[src/rtl/minmax_scan_display.sv]
// Captures min/max of two unsigned operands and scans them as hex digits
// across common-enable 7-segment displays with prescaled, blanked slots.
module minmax_scan_display #(
   parameter int unsigned W     = 8,
   parameter int unsigned DIV   = 50000,
   parameter int unsigned BLANK = 2
) (
   input  logic                   clk,
   input  logic                   rst_n,
   input  logic                   load,
   input  logic [W-1:0]           a,
   input  logic [W-1:0]           b,
   output logic [6:0]             d7seg,
   output logic [2*(W/4)-1:0]     dig,
   output logic                   loaded
);

   localparam int unsigned ND   = W / 4;
   localparam int unsigned NDIG = 2 * ND;
   localparam int unsigned CW   = (DIV > 1) ? $clog2(DIV) : 1;
   localparam int unsigned IW   = $clog2(NDIG);
   localparam logic [CW-1:0] CNT_LAST = CW'(DIV - 1);
   localparam logic [IW-1:0] IDX_LAST = IW'(NDIG - 1);

   logic [CW-1:0]     cnt;
   logic [IW-1:0]     idx;
   logic [W-1:0]      mn, mx;
   logic [2*W-1:0]    disp;
   logic [3:0]        nib;
   logic              lit;
   logic [NDIG-1:0]   dig_nx;
   logic [6:0]        seg_nx;

   function automatic logic [6:0] hex7(input logic [3:0] n);
      case (n)
         4'h0: hex7 = 7'b0111111;
         4'h1: hex7 = 7'b0000110;
         4'h2: hex7 = 7'b1011011;
         4'h3: hex7 = 7'b1001111;
         4'h4: hex7 = 7'b1100110;
         4'h5: hex7 = 7'b1101101;
         4'h6: hex7 = 7'b1111101;
         4'h7: hex7 = 7'b0000111;
         4'h8: hex7 = 7'b1111111;
         4'h9: hex7 = 7'b1101111;
         4'hA: hex7 = 7'b1110111;
         4'hB: hex7 = 7'b1111100;
         4'hC: hex7 = 7'b0111001;
         4'hD: hex7 = 7'b1011110;
         4'hE: hex7 = 7'b1111001;
         default: hex7 = 7'b1110001;
      endcase
   endfunction

   // mx sits above mn so digit idx maps straight onto nibble idx of disp
   always_comb begin
      disp   = {mx, mn};
      nib    = disp[{idx, 2'b00} +: 4];
      lit    = loaded && (32'(cnt) >= BLANK);
      dig_nx = '0;
      seg_nx = '0;
      if (lit) begin
         dig_nx = NDIG'(1) << idx;
         seg_nx = hex7(nib);
      end
   end

   always_ff @(posedge clk or negedge rst_n) begin
      if (!rst_n) begin
         cnt    <= '0;
         idx    <= '0;
         mn     <= '0;
         mx     <= '0;
         loaded <= 1'b0;
         dig    <= '0;
         d7seg  <= '0;
      end else begin
         if (load) begin
            mn     <= (a < b) ? a : b;
            mx     <= (a < b) ? b : a;
            loaded <= 1'b1;
         end
         if (cnt == CNT_LAST) begin
            cnt <= '0;
            idx <= (idx == IDX_LAST) ? '0 : idx + 1'b1;
         end else begin
            cnt <= cnt + 1'b1;
         end
         dig   <= dig_nx;
         d7seg <= seg_nx;
      end
   end

endmodule

[config.mk]
export PLATFORM = sky130hd
export DESIGN_NAME = minmax_scan_display
export DESIGN_NICKNAME = d
export VERILOG_FILES = /design/src/rtl/minmax_scan_display.sv
export SDC_FILE = /design/constraint.sdc
export NUM_CORES = 1
export LEC_CHECK = 0
export ABC_AREA = 1
export BUFFER_PORTS_ARGS = -buffer_cell sky130_fd_sc_hd__buf_2
export CAP_MARGIN = 15
export CORE_AREA = 3 3 88 124
export DETAILED_ROUTE_END_ITERATION = 10
export DIE_AREA = 0 0 91 127
export SYNTH_ARGS = -nofsm -noshare
export SYNTH_HDL_FRONTEND = slang
export SYNTH_SLANG_ARGS = --single-unit
[constraint.sdc]
create_clock -name clk -period 1.7 [get_ports clk]
set_clock_uncertainty 0.1 [all_clocks]
set_input_delay 0.34 -clock clk [delete_from_list [all_inputs] [get_ports clk]]
set_output_delay 0.34 -clock clk [all_outputs]
set_load 0.01 [all_outputs]
* Word level (Yosys, flattened, before mapping)
Memory sizes are Yosys's and may differ from the RTL's. Index checks and enable logic that the tools add are counted.
Storage, ports and cells: memories kept 1, input bits 19, memory bits (read-only) 112, register bits after elaboration 46, word-level logic and storage cells 23, output and inout port bits 12
Memory list:
- (name not given) | words 16, width 7, rd ports 1, clocked after Yosys merged registers in 0, write ports 0, line 35 | case (n)
Operators by class: $lt $le $gt $ge 2, reductions and logical operators 1, shift operators 2, mux-type cells 6, add/sub/neg operators 2, equal/unequal tests 2
Operators with widths (count):
- adder 16 x 1 -> 16 bit (second input constant) | 1
- equality test 16 bit (second input constant) | 1
- >= comparator 16 x 2 -> 1 bit (second input constant) | 1
- two-way mux 16 bit | 1
- two-way mux 8 bit | 2
- variable part select 16 x 5 -> 4 bit | 1
- < comparator 8 bit | 1
- two-way mux 7 bit | 1
- two-way mux 4 bit | 1
- left shift 1 x 2 -> 4 bit (first input constant) | 1
- adder 2 x 1 -> 2 bit (second input constant) | 1
- equality test 2 bit (second input constant) | 1
- two-way mux 2 bit | 1
- logical AND 1 bit | 1

* Longest topological paths before layout
Gate-level depths: netlist of the first run.
depth after elaboration 3, gate-level depth with buffers 12, depth with buffers taken out 11

* Worst setup path after synthesis of the first run
No wires, ideal clock.
path kind input to register, start point input b[7], end point register mn[0], buffers on the path 2, arrival time 1.454 ns, required time 1.483 ns, path slack 0.029 ns, setup time 0.117 ns, stages on the path 11, path through inv_1 > ha_1 > nand2_1 > inv_1 > nor2_1 > o21a_1 > buf_4 > buf_2 > nand3_1 > nand3_1 > nand2_1
On the way: word-level cells in the longest chain between the ends 2
Ends and longest elaborated chain:
- start: declaration | line 12 | input logic [W-1:0] b,
- < comparator 8 bit | line 79 | mn <= (a < b) ? a : b;
- two-way mux 8 bit | line 79
- end signal: assignment | line 79
- end: declaration | line 27 | logic [W-1:0] mn, mx;
Every way passes these cells. A chain may end at the register's enable or synchronous reset.

* Worst setup path in the final report of the first run
start point register idx[0], end point register d7seg[0]
On the way: word-level cells in the longest chain between the ends 3
Ends and longest elaborated chain:
- start: declaration | line 26 | logic [IW-1:0] idx;
- start signal: assignment | line 85 | idx <= (idx == IDX_LAST) ? '0 : idx + 1'b1;
- variable part select 16 x 5 -> 4 bit | line 58 | nib = disp[{idx, 2'b00} +: 4];
- memory read (16 x 7 bit)
- two-way mux 7 bit | line 62 | if (lit) begin
- via seg_nx[0] | line 32 | logic [6:0] seg_nx;
- end signal: assignment | line 90 | d7seg <= seg_nx;
- end: declaration | line 13 | output logic [6:0] d7seg,
The timed path passes the listed nets, and every way through them passes these cells.

==> impl_metrics.toml, run 1 <==
[outcome]
status = "complete, no violations"

[sta]
relSlewSlack_pct = 70.7
setup_viol = 0
timing.final.crit_share_pct = 95.6
hold_viol = 0
fin_ws_ns = 0.0752
final_max_slew_viol_count = 0
worst_pin_slew_ns = 0.437
tns_ns = 0
period_minus_slack_ns = 1.62
max_freq_mhz = 615

[setup_path]
start_kind = "flop"
critical_path_arrival_ns = 1.70
rr_startpoint = "idx[0]"
crit_path_max_fanout = 8
cp.required_ns = 1.77
crit_type = "reg2reg"
reg2reg_depth = 9
r2r_end = "d7seg[0]"
endpoint_kind = "flop"
ff2ff_setup_slack_ns = 0.08

[floorplanning]
pin_count = 31
core_region_area_um2 = 9900
start_util_pct = 28.7
dieHeight_um = 127
rows = 43
dieWidth_um = 91
design.die.area_um2 = 11600

[min_path]
hold_end = "mx[0]"
holdCritStartpoint = "a[0]"
hold_class = "in2reg"
whs_path_depth = 5

[synthesis]
syn_area_um2 = 2840
synth.most_common_cell = "nand2_1"
synth_cell_type_count = 34
synthFlopType = "dfrtp_1"
netlist_top_cells_area = "dfrtp_1 (40%), nand2_1 (14%), nand3_1 (8.6%)"
yosysSeqAreaShare_pct = 40.5
netlist_instances = 375
ys_ff_latch = 46
syn_avg_cell_area_um2 = 7.58
synth_top_area_share_pct = 40.5
synthTopCellsByCount = "nand2_1 (109), inv_1 (50), nand3_1 (49)"
yosysWarningCount = 0
synthesis.nets = 413
async_reset_ff_share_pct = 100
synth_edf_count = 0
synth.largest_area_cell = "dfrtp_1"

[power_and_ir_drop]
clkPwrFrac_pct = 35.2
finalPower_uw = 2720
combPwrFrac_pct = 19.9
p_seq_share_pct = 44.9
p_int_uw = 1950
p_switching_uw = 771
vdd_drop_max_mv = 0.406
p_per_area_nw_per_um2 = 772
power_switching_share_pct = 28.3
total_leakage_power_uw = 0.00185

[clocking]
cts_inserted_buffers = 5
clk_pin_slew_ns = 0.06
h-tree-depth = 2
worstSkewPairLatency_ns = 0.29
cts_tree = "done"
cts_num_sinks = 46
cts_root_buffer = "clkbuf_16"
cts_buffer_depth = 2

[routing]
drt_pass1_iterations = 4
ant_nets = 0
drc_errors = 0
vias_per_cell = 4.26
vias = 2400
drtIter0Drc = 71
wirelength_um = 5820
wire_per_inst_um = 10.3

[flow_run]
max-cap-violations = 0

[grt]
antenna_found_initial = 0
grt_overflow_total = 0
grt_pass1_vias = 2386
grtUsageTotal_pct = 10.5
grt_max_degree = 47
grt_first_pass_wirelength_um = 10300

[placement]
dp_hpwl_um = 4500
gp_congestion = 0.881
placedCellCount = 553
port_buffers = 30
place_ws_ns = -0.119

[cells_and_area]
drive_gt1_share_pct = 23.1
nNetsFinal = 466
fin_cells = 564
fillers = 1055
antenna_cells = 0
syn_to_final_growth_pct = 24.1
[through the flow]
stage	hold WS, ns	util, %	area, µm²
after floorplan	-0.0556	-	2840
after global placement	0.237	33.3	3290
after detailed placement	0.243	33.3	3290
after CTS	0.283	34.8	3450
after global routing	0.319	35.6	3530
final	0.286	35.6	3530
[placed cells by master, fill, tap and decap left out, types with 2 or more instances in the layout]
cell,netlist,final
nand2_2,4,6
nor3_1,3,3
nand4_1,4,4
nor2_2,3,3
clkinv_4,0,2
buf_12,0,2
xor2_1,5,5
dfrtp_1,46,44
or2_0,2,2
clkbuf_16,0,5
nand2_4,3,4
dfrtp_2,0,2
nand3_2,4,3
o21ai_0,4,3
ha_1,19,17
a21oi_1,7,7
nand3_1,49,48
nor3_2,3,3
o21ai_1,3,4
nand3_4,0,2
o21bai_1,2,2
nor2_1,31,31
inv_2,4,6
ha_4,0,2
buf_2,4,30
buf_4,3,21
nand2_1,109,106
inv_1,50,47
[registers in the layout (all words and copies together), names as in the netlist]
name	count
loaded	1
mx	8
dig	4
cnt	16
d7seg	7
idx	2
mn	8
[cell families (layout without fill, tap and decap cells)]
| family | Yosys count | after routing | synth area share (%) |
|---|---|---|---|
| AO/OA/AOI/OAI | 21 | 21 | 4.67 |
| AND/OR/NAND/NOR | 218 | 218 | 35.0 |
| buffers and inverters | 66 | 120 | 9.90 |
| adder cells (fa/ha/maj) | 19 | 19 | 8.36 |
| flip-flops | 46 | 46 | 40.5 |
| XOR/XNOR | 5 | 5 | 1.54 |
[power groups by stage]
stage               clock network (µW)  logic (µW)  registers (µW)
floorplan                            0         323            1260
global placement                     0         517            1240
detailed placement                   0         527            1250
CTS                                984         532            1220
global route                      1020         627            1230
finish                             959         542            1220
[layer usage]
layer  GRT usage (%)  vias up  part of all wire, %
met4            4.35        0                  2.3
met3            1.47        8                  2.9
met1            12.4     1071                   45
met5               0        -                    0
li1                -     1279                    -
met2            19.2       42                   50
[critical path, stage by stage, from the launching register on]
cell,delay (ns)
dfrtp_2,0.47
clkinv_4,0.10
buf_6,0.14
or2_0,0.21
nand2_2,0.08
nand2_4,0.09
inv_6,0.10
nand2_1,0.05
a21oi_1,0.12
nor2_1,0.06
[layout make-up]
| type | instances | area, µm² | share of cell area (%) |
|---|---|---|---|
| Multi-Input combinational cell | 263 | 1470 | 41.6 |
| Sequential cell | 46 | 1150 | 32.7 |
| Clock inverter | 2 | 13.8 | 0.390 |
| Tap cell | 135 | 169 | 4.79 |
| Timing Repair Buffer | 55 | 369 | 10.5 |
| Inverter | 57 | 226 | 6.42 |
| Clock buffer | 6 | 129 | 3.65 |
[how the worst max path moves through the flow]
stage / start / endpoint / slack, ns / cells after the start
floorplan: b[7] / mn[0] / 0.03 / 11
global placement: a[7] / mn[5] / -0.07 / 11
detailed placement: a[7] / mn[1] / -0.12 / 11
CTS: idx[0] / d7seg[1] / 0.02 / 8
global route: idx[0] / d7seg[4] / -0.0002 / 10
finish: idx[0] / d7seg[0] / 0.08 / 9
[repair_timing]
item                       4_1_cts  5_1_grt
pin swaps                        0        4
hold endpoints to repair        46        0
buffers inserted                 0        2
cloned                           0        0
hold buffers                     1        0
setup endpoints to repair        6       13
resized for setup                2       18
Power figures use the tool's default switching activity.
==> inputs of run 2 (changes only) <==
==> constraint.sdc (replaced) <==
create_clock -name clk -period 2.1 [get_ports clk]
set_clock_uncertainty 0.1 [all_clocks]
set_input_delay 0.42 -clock clk [delete_from_list [all_inputs] [get_ports clk]]
set_output_delay 0.42 -clock clk [all_outputs]
set_load 0.01 [all_outputs]
==> run 2 against run 1 <==
The run now ends with hold timing left; wire length fell by 0.93%; core utilization fell by 2.0 points; non-clock buffer count is 20 lower; worst setup slack better by 0.17 ns; die area unchanged; clock power shrank 7.7%; count of clock-buffer cells in the layout stayed put; combinational power down 26%; cell count decreased by 3.5%; critical path depth rose by 2; power down 16%; critical path type unchanged; largest power group unchanged.
==> impl_metrics.toml, run 2 (synthesis gave the netlist of run 1 again) <==
[outcome]
status = "finished, violations left"
violations = "hold timing"

[sta]
max_freq_mhz = 539
relSlewSlack_pct = 68.7
rsz0062_at_grt = "no"
period_minus_slack_ns = 1.85
final_max_slew_viol_count = 0
worst_pin_slew_ns = 0.470
hold_viol = 19
timing.final.crit_share_pct = 88.3
setup_viol = 0
fin_ws_ns = 0.246
tns_ns = 0
hold_slack_ns = -0.0158

[min_path]
hold_class = "in2async"

[setup_path]
crit_path_max_fanout = 11
rr_startpoint = "idx[0]"
critPathLaunch = "idx[0]"
start_kind = "flop"
cp_slowest_cell = "dfrtp_2"
critPathMaxStageDelay_ns = 0.49
endpoint_kind = "flop"
crit_type = "reg2reg"
critical_path_arrival_ns = 1.93
path_cells = "inv_6, nand2_1, nand3_1, nand2_1, inv_1, ha_1, inv_1, nand2_1, nand2_1, a21oi_1, nor2_1"
cp_common_cell = "nand2_1"
cp.required_ns = 2.17

[clocking]
cts_setup_buffers = 0
cts_num_sinks = 46
clk_pin_slew_ns = 0.06
cts_root_buffer = "clkbuf_16"
worstSkewPairLatency_ns = 0.28
h-tree-depth = 2
cts_inserted_buffers = 5
cts_tree = "done"
cts_buffer_depth = 2
holdBufCountCts = 0
post_cts_resized = 0

[placement]
dp_hpwl_um = 4510
place_ws_ns = 0.0483
post_dp_cell_area_um2 = 3170
gp_congestion = 0.853
port_buffers = 30
placedCellCount = 536

[power_and_ir_drop]
p_per_area_nw_per_um2 = 683
total_leakage_power_uw = 0.00176
vdd_drop_max_mv = 0.269

[cells_and_area]
final_cell_mix = "nand2_1 (109), inv_1 (50), nand3_1 (49)"
antenna_cells = 0
fin_cells = 544
regMostFlops = "cnt"
final_cell_area_um2 = 3330
final_common_cell = "nand2_1"
syn_to_final_growth_pct = 17.3
largest_registers = "cnt x16, mn x8, mx x8"
nNetsFinal = 446
largest_register_ffs = 16
drive_gt1_share_pct = 17.1

[grt]
antenna_found_initial = 0
grt_overflow_total = 0
grt_first_pass_wirelength_um = 10300
grt_pass1_vias = 2296
grtUsageTotal_pct = 10.7
grt_max_degree = 28

[routing]
ant_nets = 0
vias = 2360
wire_per_inst_um = 10.6
wirelength_um = 5770
drc_errors = 0
drt_pass1_iterations = 4
drtIter0Drc = 108
vias_per_cell = 4.34

[floorplanning]
start_util_pct = 28.7
core_region_area_um2 = 9900
dieWidth_um = 91
design.die.area_um2 = 11600
rows = 43
dieHeight_um = 127
pin_count = 31

[flow_run]
max-cap-violations = 0
## run 2: cell types whose count changed in the layout (fill, tap and decap cells not counted), sizes merged
cell,before,now
clkinv,4,1
inv,55,56
clkinvlp,0,1
bufinv,0,1
buf,54,35
dlygate4sd3,1,0
## run 2: final cells by class
| class | instances | area, µm² |
|---|---|---|
| Clock buffer | 6 | 129 |
| Fill cell | 1095 | 6570 |
| Tap cell | 135 | 169 |
| Clock inverter | 2 | 37.5 |
| Multi-Input combinational cell | 263 | 1410 |
| Sequential cell | 46 | 1150 |
| Timing Repair Buffer | 35 | 213 |
| Inverter | 57 | 224 |
## run 2: final timing paths
| path | end | slack [ns] | cells after the start |
|---|---|---|---|
| max | d7seg[0] | 0.25 | 11 |
| min | mn[0] | -0.02 | 1 |
| max reg2reg | d7seg[0] | 0.25 | 11 |
| min reg2reg | mx[7] | 0.38 | 2 |
| max in group asynchronous | cnt[1] | 1.40 | 2 |
| min in group clk | mn[6] | 0.37 | 5 |
## run 2: power by group
group	switching, µW	leakage (µW)	total [µW]	internal (µW)
Clock	323	0.0000771	885	562
Combinational	249	0.00113	402	153
Sequential	29.6	0.000560	990	960
## run 2: per-stage QoR
stage	power, µW	util [%]	hold slack, ns
after floorplan	1280	-	0.0244
after global placement	1400	32.0	0.305
after detailed placement	1410	32.0	0.305
after CTS	2310	33.7	0.000146
after global routing	2410	33.7	0.0248
final	2280	33.7	-0.0158
## run 2: critical path, delay by kind of cell (launching register included)
family                     cells  cell delay [ns]
and+or+nand+nor                6             0.51
DFF                            1             0.49
buffers and inverters          3             0.33
adders and majority gates      1             0.21
AOI/OAI and AO/OA              1             0.11
## run 2: per-layer routing
layer | wire length, µm | track usage, %
met1 | 2600 | 12.9
met5 | 0 | 0
met2 | 2860 | 18.9
met3 | 195 | 1.71
met4 | 106 | 4.26
==> inputs of run 3 (changes only) <==
--- a/config.mk
+++ b/config.mk
@@ -8,9 +8,9 @@
 export ABC_AREA = 1
 export BUFFER_PORTS_ARGS = -buffer_cell sky130_fd_sc_hd__buf_2
 export CAP_MARGIN = 15
-export CORE_AREA = 3 3 88 124
+export CORE_AREA = 3 3 115 95
 export DETAILED_ROUTE_END_ITERATION = 10
-export DIE_AREA = 0 0 91 127
+export DIE_AREA = 0 0 118 98
 export SYNTH_ARGS = -nofsm -noshare
 export SYNTH_HDL_FRONTEND = slang
 export SYNTH_SLANG_ARGS = --single-unit
==> run 3 against run 2 <==
The run now ends clean; worst hold slack improved by 0.39 ns; global-route usage rose by 0.41 points; core utilization rose by 0.79 points; non-clock buffer count rose by 4; worst setup slack got worse by 0.0027 ns; critical path depth did not move; final area rose by 0.60%.
==> impl_metrics.toml, run 3 (synthesis gave the netlist of run 1 again) <==
[outcome]
status = "complete, no violations"

[clocking]
cts_inserted_buffers = 5
worstSkewPairLatency_ns = 0.28
cts_buffer_depth = 2
clk_pin_slew_ns = 0.06
cts_num_sinks = 46
h-tree-depth = 2
cts_tree = "done"
cts_root_buffer = "clkbuf_16"

[floorplanning]
dieHeight_um = 98
core_region_area_um2 = 9730
design.die.area_um2 = 11600
rows = 32
pin_count = 31
start_util_pct = 29.2
dieWidth_um = 118

[power_and_ir_drop]
vdd_drop_max_mv = 0.333
finalPower_uw = 2280
p_switching_uw = 610
total_leakage_power_uw = 0.00179
combPwrFrac_pct = 17.7
clkPwrFrac_pct = 38.6
p_seq_share_pct = 43.6
p_per_area_nw_per_um2 = 679
power_switching_share_pct = 26.8
p_int_uw = 1670

[setup_path]
critPathMaxStageDelay_ns = 0.50
reg2reg_depth = 11
ff2ff_setup_slack_ns = 0.24
start_kind = "flop"
cp.required_ns = 2.17
crit_path_max_fanout = 11
cp_slowest_cell = "dfrtp_2"
path_cells = "inv_6, nand2_1, nand3_1, nand2_1, inv_1, ha_1, inv_1, nand2_1, nand2_1, a21oi_1, nor2_1"
rr_startpoint = "idx[0]"
critical_path_arrival_ns = 1.93
crit_type = "reg2reg"
endpoint_kind = "flop"
r2r_end = "d7seg[0]"
cp_common_cell = "nand2_1"

[sta]
max_freq_mhz = 538
timing.final.crit_share_pct = 88.4
worst_pin_slew_ns = 0.457
final_max_slew_viol_count = 0
hold_viol = 0
period_minus_slack_ns = 1.86
relSlewSlack_pct = 69.3
rsz0062_at_grt = "no"
setup_viol = 0
tns_ns = 0

[cells_and_area]
largest_registers = "cnt x16, mn x8, mx x8"
syn_to_final_growth_pct = 18.0
final_cell_mix = "nand2_1 (109), inv_1 (50), nand3_1 (49)"
final_cell_area_um2 = 3350
drive_gt1_share_pct = 17.9
largest_register_ffs = 16
finalCoreUtilization_pct = 34.5
regMostFlops = "cnt"
antenna_cells = 0
final_common_cell = "nand2_1"
nNetsFinal = 450

[flow_run]
max-cap-violations = 0

[placement]
dp_hpwl_um = 4620
post_dp_cell_area_um2 = 3180
gp_congestion = 0.889
port_buffers = 30

[routing]
drtIter0Drc = 167
wirelength_um = 6110
wl_met3_um = 169
wire_per_inst_um = 11.1
drc_errors = 0
drt_pass1_iterations = 5
vias_per_cell = 4.41
wl_met2_um = 2840
top_layer = "met4"
ant_nets = 0
met1Wirelength_um = 3010
vias = 2420

[min_path]
hold_class = "in2reg"
whs_path_depth = 5
hold_end = "mx[5]"
holdCritStartpoint = "a[5]"

[grt]
grt_first_pass_wirelength_um = 10900
grt_max_degree = 22
grtUsageTotal_pct = 11.1
antenna_found_initial = 0
grt_pass1_vias = 2427
grt_overflow_total = 0
==> run 3: cell count changes in the layout (fill, tap and decap cells not counted) <==
cell / change
buf_4: +4
clkinv_2: +2
buf_12: -1
clkbuf_1: -1
clkinvlp_4: -1
dlygate4sd3_1: +1
==> run 3: power by group through the flow <==
stage / registers [µW] / logic [µW] / clock network (µW)
finish: 994 / 404 / 880
floorplan: 1020 / 261 / 0
global route: 1000 / 466 / 957
CTS: 995 / 410 / 915
detailed placement: 1010 / 407 / 0
global placement: 1010 / 399 / 0
==> run 3: final cells by class <==
cell class                      instances  area, µm²
Clock buffer                            5        125
Sequential cell                        46       1150
Timing Repair Buffer                   39        233
Fill cell                            1029       6370
Tap cell                              136        170
Multi-Input combinational cell        263       1410
Clock inverter                          3       40.0
Inverter                               57        224
==> run 3: what timing repair did <==
action                                  in CTS  in global routing
buffers inserted                             0                  0
resized for setup                            0                  1
endpoints found under the setup margin       0                  1
hold endpoints to repair                    12                  0
hold buffers                                 1                  0
==> run 3: worst max path at each step <==
stage / from / endpoint / slack (ns) / cells past startpoint
2_1_floorplan: b[7] / mn[0] / 0.35 / 11
3_3_place_gp: b[7] / mn[2] / 0.13 / 10
3_5_place_dp: b[7] / mn[2] / 0.15 / 12
4_1_cts: idx[0] / d7seg[3] / 0.14 / 11
5_1_grt: idx[0] / d7seg[0] / 0.11 / 11
6_report: idx[0] / d7seg[0] / 0.24 / 11
==> run 3: through the flow <==
stage	setup slack (ns)	hold slack, ns	instances
global route	0.111	0.386	549
CTS	0.140	0.369	549
global placement	0.133	0.260	540
detailed placement	0.150	0.264	540
floorplan	0.349	0.0244	375
finish	0.243	0.374	549
==> run 3: worst max-delay path: cells and delay by family (launching register included) <==
| family | cells | cell delay, ns |
|---|---|---|
| adders and majority gates | 1 | 0.20 |
| and+or+nand+nor | 6 | 0.50 |
| AOI/OAI and AO/OA | 1 | 0.11 |
| buffers and inverters | 3 | 0.33 |
| DFF | 1 | 0.50 |
==> run 3: metal layers <==
metal / vias up / global-route usage, %
met4: 0 / 3.78
met5: - / 0
met1: 1117 / 15.0
met2: 42 / 18.0
met3: 11 / 2.08
li1: 1250 / -
